## config.mk

```make
export PLATFORM = sky130hd
export DESIGN_NAME = apb_req_arbiter
export DESIGN_NICKNAME = d
export VERILOG_FILES = /design/src/rtl/apb_bridge_pkg.sv /design/src/rtl/apb_tag_fifo.sv /design/src/rtl/apb_req_arbiter.sv
export SDC_FILE = /design/constraint.sdc
export NUM_CORES = 1
export LEC_CHECK = 0
export ABC_AREA = 0
export CAP_MARGIN = 20
export CORE_AREA = 2 2 104 106
export DETAILED_ROUTE_END_ITERATION = 12
export DIE_AREA = 0 0 106 108
export PLACE_DENSITY = 0.84
export REMOVE_ABC_BUFFERS = 1
export SLEW_MARGIN = 10
export SYNTH_ARGS = -nofsm -noshare
export SYNTH_HDL_FRONTEND = slang
export SYNTH_SLANG_ARGS = --single-unit
```

## constraint.sdc

```tcl
create_clock -name pclk -period 2.6 [get_ports pclk]
set_clock_uncertainty 0.05 [all_clocks]
set_input_delay 0.39 -clock pclk [delete_from_list [all_inputs] [get_ports pclk]]
set_output_delay 0.39 -clock pclk [all_outputs]
set_load 0.005 [all_outputs]
```

## src/rtl/apb_bridge_pkg.sv

```systemverilog
// Shared definitions for the AXI-to-APB bridge: requester indices, default widths
// and the command record carried from the arbiter into the APB command FIFO.
package apb_bridge_pkg;

   localparam int DEF_ADDR_W    = 32;
   localparam int DEF_DATA_W    = 32;
   localparam int DEF_TAG_DEPTH = 4;

   localparam logic REQ_WR = 1'b0;
   localparam logic REQ_RD = 1'b1;

   typedef struct packed {
      logic [DEF_ADDR_W-1:0] addr;
      logic [DEF_DATA_W-1:0] wdata;
      logic                  write;
   } cmd_t;

endpackage

```

## src/rtl/apb_tag_fifo.sv

```systemverilog
// Small FIFO recording which requester owns each command in flight on APB,
// so completions can be routed back in issue order.
module apb_tag_fifo #(
   parameter int WIDTH = 1,
   parameter int DEPTH = 4
) (
   input  logic             pclk,
   input  logic             preset,
   input  logic             push,
   input  logic             pop,
   input  logic [WIDTH-1:0] push_data,
   output logic [WIDTH-1:0] head,
   output logic             full,
   output logic             empty
);

   localparam int PTR_W = $clog2(DEPTH);
   localparam int CNT_W = PTR_W + 1;

   logic [WIDTH-1:0] mem [DEPTH];
   logic [PTR_W-1:0] wr_ptr;
   logic [PTR_W-1:0] rd_ptr;
   logic [CNT_W-1:0] count;
   logic             push_ok;
   logic             pop_ok;

   assign full    = (count == CNT_W'(DEPTH));
   assign empty   = (count == '0);
   assign push_ok = push && !full;
   assign pop_ok  = pop && !empty;

   // NOTE: state registers use <= so every flop samples pre-edge values regardless of statement order.
   always_ff @(posedge pclk or posedge preset) begin
      if (preset) begin
         wr_ptr <= '0;
         rd_ptr <= '0;
         count  <= '0;
      end else begin
         if (push_ok) wr_ptr <= wr_ptr + 1'b1;
         if (pop_ok)  rd_ptr <= rd_ptr + 1'b1;
         if (push_ok && !pop_ok)      count <= count + 1'b1;
         else if (pop_ok && !push_ok) count <= count - 1'b1;
      end
   end

   // NOTE: entries are not reset; count alone decides which slots hold live tags.
   always_ff @(posedge pclk) begin
      if (push_ok) mem[wr_ptr] <= push_data;
   end

   assign head = mem[rd_ptr];

endmodule

```

## src/rtl/apb_req_arbiter.sv

```systemverilog
// Round-robin arbiter between the AXI write and read paths feeding one APB master;
// tracks command ownership and returns one completion strobe per command, in order.
module apb_req_arbiter
   import apb_bridge_pkg::*;
#(
   parameter int ADDR_W    = DEF_ADDR_W,
   parameter int DATA_W    = DEF_DATA_W,
   parameter int TAG_DEPTH = DEF_TAG_DEPTH
) (
   input  logic              pclk,
   input  logic              preset,
   input  logic [1:0]        req_valid,
   output logic [1:0]        req_ready,
   input  logic [ADDR_W-1:0] req_addr0,
   input  logic [ADDR_W-1:0] req_addr1,
   input  logic [DATA_W-1:0] req_wdata0,
   input  logic [DATA_W-1:0] req_wdata1,
   input  logic [1:0]        req_write,
   output logic              fifo_push,
   input  logic              fifo_full,
   output logic [ADDR_W-1:0] fifo_addr,
   output logic [DATA_W-1:0] fifo_wdata,
   output logic              fifo_write,
   input  logic              cmd_done,
   input  logic [DATA_W-1:0] PRDATA,
   output logic [1:0]        rsp_valid,
   output logic [DATA_W-1:0] rsp_rdata,
   output logic              err_sticky
);

   logic rr_last;
   logic gnt;
   logic gnt_idx;
   logic tag_full;
   logic tag_empty;
   logic tag_head;
   logic tag_pop;

   // NOTE: every output of this block gets a default first, so no path can infer a latch.
   always_comb begin
      gnt     = 1'b0;
      gnt_idx = REQ_WR;
      if (req_valid == 2'b11) gnt_idx = ~rr_last;
      else                    gnt_idx = req_valid[REQ_RD];
      // Reset also forces the combinational handshake low.
      if (!preset && !fifo_full && !tag_full && (req_valid != 2'b00)) gnt = 1'b1;
   end

   assign req_ready[REQ_WR] = gnt && (gnt_idx == REQ_WR);
   assign req_ready[REQ_RD] = gnt && (gnt_idx == REQ_RD);
   assign fifo_push         = gnt;
   assign fifo_addr         = gnt_idx ? req_addr1  : req_addr0;
   assign fifo_wdata        = gnt_idx ? req_wdata1 : req_wdata0;
   assign fifo_write        = req_write[gnt_idx];

   assign tag_pop = cmd_done && !tag_empty;

   apb_tag_fifo #(
      .WIDTH (1),
      .DEPTH (TAG_DEPTH)
   ) u_tag_fifo (
      .pclk      (pclk),
      .preset    (preset),
      .push      (gnt),
      .pop       (tag_pop),
      .push_data (gnt_idx),
      .head      (tag_head),
      .full      (tag_full),
      .empty     (tag_empty)
   );

   always_ff @(posedge pclk or posedge preset) begin
      if (preset) rr_last <= 1'b1;
      else if (gnt) rr_last <= gnt_idx;
   end

   // Completion with nothing outstanding is a protocol error, held until reset.
   always_ff @(posedge pclk or posedge preset) begin
      if (preset) begin
         rsp_valid  <= 2'b00;
         rsp_rdata  <= '0;
         err_sticky <= 1'b0;
      end else begin
         rsp_valid <= 2'b00;
         if (tag_pop) begin
            rsp_valid[tag_head] <= 1'b1;
            rsp_rdata           <= PRDATA;
         end
         if (cmd_done && tag_empty) err_sticky <= 1'b1;
      end
   end

endmodule

```

==> results of run 1 <==
## state kept, by name, indices dropped and copies added, names as in the netlist
| name | count |
|---|---|
| err_sticky | 1 |
| rsp_valid | 2 |
| rsp_rdata | 32 |
| rr_last | 1 |
| u_tag_fifo.wr_ptr | 2 |
| u_tag_fifo.count | 3 |
| u_tag_fifo.rd_ptr | 2 |
| u_tag_fifo.mem | 4 |
## critical path: stages, from the launching register on
cell             delay (ns)
dfstp_2                0.40
a21boi_4               0.29
clkbuf_16              0.21
buf_4                  0.12
mux2_2                 0.32
clkdlybuf4s50_1        0.44
## cell usage in the layout (no fill, tap or decap)
master,instances
a2111oi_0,1
clkbuf_8,5
mux2_4,3
xor2_1,3
xnor2_1,3
mux4_2,1
and2_2,5
buf_6,2
ha_1,5
dfstp_2,1
buf_12,3
dlymetal6s2s_1,2
a21boi_4,1
clkbuf_16,2
a21o_1,1
nor3_1,1
mux2_2,95
clkbuf_1,1
clkdlybuf4s50_1,231
dlygate4sd2_1,37
nor2_1,4
edfxtp_1,4
dfrtp_1,40
buf_4,15
clkinvlp_4,1
dfrtp_2,2
a2111oi_4,1
inv_6,1
fa_1,1
nor2b_1,2
o31ai_4,1
nor2_2,1
inv_1,5
mux2_1,2
## worst max path at each step
stage                              from        endpoint  slack, ns  cells after the start
floorplan                  req_valid[1]    fifo_addr[0]      -2.10                      2
global placement           req_valid[1]   fifo_wdata[7]       -0.1                      6
detailed placement         req_valid[1]  fifo_wdata[20]      -0.13                      6
CTS                        req_valid[1]  fifo_wdata[30]      -0.13                      6
global route        rr_last$_DFFE_PP1N_   fifo_addr[22]      0.009                      5
finish              rr_last$_DFFE_PP1N_   fifo_addr[22]       0.07                      5
## cell type report
cell class	count	share of cell area, %
timing repair buffer	292	49.8
multi-input combinational	131	24.9
sequential	47	20.5
clock buffer	6	1.24
tap	136	2.91
clock inverter	2	0.279
inverter	5	0.321
## repair_timing
item,CTS,global route
pin swaps,1,1
hold buffers,0,0
gates resized for setup,40,4
buffers inserted,0,4
cloned,0,2
endpoints found under the setup margin,57,30
## power groups by stage
stage               Sequential [mW]  Combinational [mW]  Clock (mW)
finish                         1.19                1.80       0.436
global route                   1.23                1.94       0.491
CTS                            1.19                1.78       0.453
detailed placement             1.21                1.81           0
global placement               1.19                1.77           0
floorplan                      1.19               0.713           0
## per-layer routing
layer | vias to the layer above | wire [µm]
met3 | 13 | 1200
met4 | 2 | 133
met5 | - | 13
met2 | 150 | 5970
li1 | 1266 | -
met1 | 1278 | 3950
## through the flow
step	hold WS [ns]	setup WS [ns]	util [%]	cell area [µm²]
finish	0.420	0.0720	57.1	5840
global placement	0.388	-0.0961	55.7	5700
global route	0.447	0.00923	57.1	5840
floorplan	0.400	-2.10	-	2660
CTS	0.422	-0.130	56.2	5750
detailed placement	0.402	-0.125	55.7	5700
## cell usage after synthesis
library cell / n
a2111oi_0: 1
a2111oi_4: 1
a21boi_1: 1
a21o_1: 1
and2_2: 5
buf_2: 9
buf_4: 1
clkbuf_1: 1
dfrtp_1: 42
dfstp_2: 1
edfxtp_1: 4
fa_1: 1
ha_1: 5
inv_1: 5
mux2_1: 2
mux2_2: 96
mux2_4: 2
mux4_2: 1
nor2_1: 4
nor2_2: 1
nor2b_1: 2
nor3_1: 1
o31ai_4: 1
xnor2_1: 3
xor2_1: 3
## kinds of logic (layout without fill, tap and decap cells)
kind of cell             after synthesis  in the layout  share of synthesized area (%)
buffers and inverters                 16            305                           2.77
multiplexers                         101            101                           42.6
AO/OA/AOI/OAI                          5              5                           2.68
flip-flops                            47             47                           44.1
AND/OR/NAND/NOR                       13             13                           2.81
XOR/XNOR                               6              6                           1.94
adder cells (fa/ha/maj)                6              6                           3.04
==> flow_metrics.py, run 1 <==
metrics = {
    "logic_synthesis": {
        "netlist_area_um2": 2710,
        "ys_ff_latch": 47,
        "yosys.area.top_type": "mux2_2",
        "yosysSeqAreaShare_pct": 44.1,
        "ys_warn_count": 0,
        "yosys-top-cells-area": "mux2_2 40%, dfrtp_1 39%, edfxtp_1 4.4%, ha_1 2.3%, buf_2 1.7%",
        "avgSynthCellArea_um2": 14.0,
        "netlist_instances": 194,
        "netlist.area_leader.share_pct": 39.9,
        "yosysUniqueCellTypes": 25,
    },
    "drt": {
        "avgRoutedWirePerCell_um": 18.2,
        "via_count": 2709,
        "drt_iter0_drc": 80,
        "ant_nets": 0,
        "via_per_inst": 4.38,
        "wirelength_um": 11300,
        "drt-pass1-iter-count": 3,
        "drc": 0,
    },
    "power": {
        "ir_drop_mv": 0.281,
        "power_density_nw_per_um2": 586,
        "switching_share_pct": 29.1,
        "internal-power_mw": 2.43,
        "finalPower_mw": 3.42,
        "p_leak_nw": 2.39,
        "switchingPower_mw": 0.996,
        "p_comb_share_pct": 52.5,
        "power_frac_seq_pct": 34.8,
        "clock_power_share_pct": 12.7,
    },
    "sta": {
        "tns_ns": 0,
        "worst_pin_slew_ns": 0.532,
        "rsz0062_at_grt": "false",
        "relSlewSlack_pct": 64.5,
        "setup-violations-final": 0,
        "fin_crit_sh_pct": 97.2,
        "hold_viol_final": 0,
        "min_period_ns": 2.53,
        "fmax_mhz": 396,
        "slew_violations": 0,
    },
    "setup_path": {
        "endpoint_kind": "output pin",
        "r2r_slack_ns": 0.34,
        "worstSetupPathType": "flop to output pin",
        "crit_fanout": 5,
        "startpoint_type": "flop",
        "r2r_end": "u_tag_fifo.count[2]$_DFFE_PP0P_",
        "reg2regPathDepth": 8,
        "r2r-start": "u_tag_fifo.count[0]$_DFFE_PP0P_",
        "arrival_ns": 2.09,
        "cp.required_ns": 2.16,
    },
    "cts": {
        "cts.sinks": 47,
        "cts_tree": "built",
        "max-clock-path-buffers": 2,
        "clkTransAtPathRegs_ns": 0.09,
        "cts-root-buf": "clkbuf_8",
        "cts_buffers": 5,
        "clkLatencyLatePin_ns": 0.29,
        "ctsHtreeMaxLevel": 2,
    },
    "placed_design": {
        "dp_hpwl_um": 9380,
        "io_buffers": 270,
        "dp_cells": 605,
        "place.gp.congestion": 0.800,
    },
    "final_layout": {
        "nets": 656,
        "multi_input_area_um2": 1460,
        "final_cells": 619,
        "drive_gt1_share_pct": 29.0,
        "syn2layout_area_growth_pct": 115,
        "n_fill_cell": 873,
        "n_antenna_cell": 0,
        "seq_area_um2": 1200,
    },
    "grt": {
        "gr-usage-met1_pct": 20.1,
        "grt_overflow": 0,
        "grtUsageMet2_pct": 32.9,
        "met3_usage_pct": 8.14,
        "grt.busiest_layer": "met2",
        "grt_pass1_vias": 2945,
        "grt_max_degree": 44,
        "grt_usage_pct": 18.4,
        "grt_pass1_wl_um": 16000,
        "antenna_found_initial": 1,
    },
    "floorplanning": {
        "row_count": 37,
        "die-area_um2": 11400,
        "die_y_um": 108,
        "start_util_pct": 26.5,
        "dieWidth_um": 106,
        "top_level_ports": 271,
        "design.core.area_um2": 10200,
    },
    "worst_hold_path": {
        "min_path_cells": 1,
        "min_from": "err_sticky$_DFFE_PP0P_",
        "min_to": "err_sticky$_DFFE_PP0P_",
        "min_path_type": "flop to flop",
    },
    "run": {
        "cap_violations": 0,
    },
    "outcome": {
        "status": "complete, no violations",
    },
}
Power figures use the tool's default switching activity.
==> inputs of run 2 (changes only) <==
--- a/config.mk
+++ b/config.mk
@@ -12,7 +12,6 @@
 export DIE_AREA = 0 0 106 108
 export PLACE_DENSITY = 0.84
 export REMOVE_ABC_BUFFERS = 1
-export SLEW_MARGIN = 10
 export SYNTH_ARGS = -nofsm -noshare
 export SYNTH_HDL_FRONTEND = slang
 export SYNTH_SLANG_ARGS = --single-unit
==> results of run 2 <==
Same layout as run 1: the final DEF is identical, and so are final timing and power.
==> inputs of run 3 (changes only) <==
--- a/config.mk
+++ b/config.mk
@@ -11,7 +11,6 @@
 export DETAILED_ROUTE_END_ITERATION = 12
 export DIE_AREA = 0 0 106 108
 export PLACE_DENSITY = 0.84
-export REMOVE_ABC_BUFFERS = 1
 export SYNTH_ARGS = -nofsm -noshare
 export SYNTH_HDL_FRONTEND = slang
 export SYNTH_SLANG_ARGS = --single-unit
==> flow_metrics.py, run 3 (synthesized netlist as in run 1, its figures left out) <==
metrics = {
    "sta": {
        "fmax_mhz": 405,
        "min_period_ns": 2.47,
        "tns_ns": 0,
        "relSlewSlack_pct": 55.9,
        "setup-violations-final": 0,
        "worst_pin_slew_ns": 0.661,
        "fin_crit_sh_pct": 95.0,
        "hold_viol_final": 0,
        "slew_violations": 0,
        "rsz0062_at_grt": "false",
    },
    "cts": {
        "ctsHtreeMaxLevel": 2,
        "cts_hold_buf": 0,
        "cts_tree": "built",
        "cts.sinks": 47,
        "cts-root-buf": "clkbuf_8",
        "clkLatencyLatePin_ns": 0.29,
        "cts_buffers": 5,
        "clkTransAtPathRegs_ns": 0.09,
        "max-clock-path-buffers": 2,
    },
    "drt": {
        "avgRoutedWirePerCell_um": 17.6,
        "drt-pass1-iter-count": 4,
        "wl_met1_um": 3820,
        "dr_wl_met3_um": 1050,
        "met2RoutedLength_um": 5700,
        "wirelength_um": 10700,
        "ant_nets": 0,
        "drt_iter0_drc": 57,
        "drc": 0,
        "top_layer_used": "met4",
        "via_per_inst": 4.30,
        "via_count": 2623,
    },
    "final_layout": {
        "n_fill_cell": 899,
        "most-common-layout-cells": "201 x clkdlybuf4s50_1, 96 x mux2_2, 65 x dlygate4sd2_1",
        "final_util_pct": 56.1,
        "largest_register_ffs": 32,
        "drive_gt1_share_pct": 27.6,
        "n_antenna_cell": 0,
        "layout_commonest_cell": "clkdlybuf4s50_1",
        "top_register": "rsp_rdata",
        "reg_top3": "rsp_rdata: 32 flops, u_tag_fifo.mem: 4 flops, u_tag_fifo.count: 3 flops",
        "nets": 647,
        "syn2layout_area_growth_pct": 112,
        "final_cells": 610,
    },
    "worst_hold_path": {
        "min_path_type": "flop to flop",
    },
    "setup_path": {
        "slowest_stage": "clkdlybuf4s50_1",
        "cp_cell_sequence": "clkdlybuf4s50_1, a2111oi_4, nor2b_1, clkdlybuf4s50_1",
        "crit_top_cell": "clkdlybuf4s50_1",
        "crit_fanout": 4,
        "endpoint_kind": "output pin",
        "arrival_ns": 2.03,
        "startpoint_type": "input pin",
        "cpPeakStageDelay_ns": 0.51,
        "cp.required_ns": 2.16,
        "worstSetupPathType": "input pin to output pin",
    },
    "power": {
        "clock_power_share_pct": 12.9,
        "internal-power_mw": 2.37,
        "power_density_nw_per_um2": 584,
        "switching_share_pct": 29.5,
        "ir_drop_mv": 0.310,
        "finalPower_mw": 3.35,
        "p_comb_share_pct": 52.0,
        "power_frac_seq_pct": 35.0,
        "switchingPower_mw": 0.989,
        "p_leak_nw": 2.41,
    },
    "grt": {
        "grt_overflow": 0,
        "grt_max_degree": 37,
        "grt_pass1_wl_um": 16100,
        "grt_pass1_vias": 3019,
        "antenna_found_initial": 0,
        "grt_usage_pct": 18.1,
    },
    "placed_design": {
        "dp_hpwl_um": 8640,
        "place.gp.congestion": 0.899,
        "io_buffers": 270,
        "dp_cells": 597,
    },
    "floorplanning": {
        "die-area_um2": 11400,
        "dieWidth_um": 106,
        "die_y_um": 108,
        "start_util_pct": 26.5,
        "top_level_ports": 271,
        "design.core.area_um2": 10200,
        "row_count": 37,
    },
    "run": {
        "cap_violations": 0,
    },
    "logic_synthesis": {
        "synth_fp_nets": 368,
    },
    "outcome": {
        "status": "complete, no violations",
    },
}
run 3: cell types whose count changed in the layout (fill, tap and decap cells not counted), moves of 3 or more:
cell	delta
clkdlybuf4s50_1	-30
dlygate4sd2_1	+28
buf_4	-7
buf_16	+3
run 3: through the flow:
step / cell area (µm²) / worst slack (ns) / hold WS [ns]
after floorplan: 2710 / 0.285 / 0.400
after global placement: 5610 / -0.0696 / 0.405
after detailed placement: 5610 / -0.126 / 0.419
after CTS: 5730 / -0.0490 / 0.439
after global routing: 5740 / 0.00123 / 0.462
final: 5740 / 0.129 / 0.431
run 3: timing repair:
action,CTS,global route
pin swaps,0,1
setup buffers,3,0
endpoints found under the setup margin,66,6
gates cloned,2,0
gates resized for setup,71,5
run 3: path summary, 6_finish.rpt:
kind	from	slack [ns]	depth (start not counted)	endpoint
max	preset	0.13	4	req_ready[0]
min	err_sticky$_DFFE_PP0P_	0.43	1	err_sticky$_DFFE_PP0P_
max reg2reg	u_tag_fifo.count[1]$_DFFE_PP0P_	0.39	8	u_tag_fifo.count[2]$_DFFE_PP0P_
min reg2reg	err_sticky$_DFFE_PP0P_	0.43	1	err_sticky$_DFFE_PP0P_
max in group asynchronous	preset	1.27	3	rsp_rdata[11]$_DFFE_PP0P_
min in group asynchronous	preset	0.60	2	u_tag_fifo.rd_ptr[0]$_DFFE_PP0P_
run 3: per-layer routing:
layer / up-vias / GRT usage [%]
met5: - / 0
met4: 0 / 4.70
met3: 10 / 6.69
met2: 156 / 33.9
met1: 1206 / 19.2
li1: 1251 / -
run 3: cell type report:
type                    instances  area, µm²  share of cell area [%]
repair buffers                283       2810                    49.0
multi-input cells             131       1450                    25.3
flip-flops and latches         47       1200                    20.8
well taps                     136        170                    2.96
clock buffers                   5       68.8                    1.20
clock inverters                 3       22.5                   0.392
inverters                       5       18.8                   0.327
run 3: power groups by stage:
stage	registers, mW	logic (mW)	clock network [mW]
floorplan	1.17	0.730	0
global placement	1.17	1.75	0
detailed placement	1.19	1.78	0
CTS	1.18	1.78	0.454
global route	1.21	1.89	0.485
finish	1.17	1.75	0.434
run 3: worst max-delay path, delay by kind of cell:
family                 cells  cell delay (ns)
buffers and inverters      2             1.02
AO/OA/AOI/OAI              1             0.44
AND/OR/NAND/NOR            1             0.18
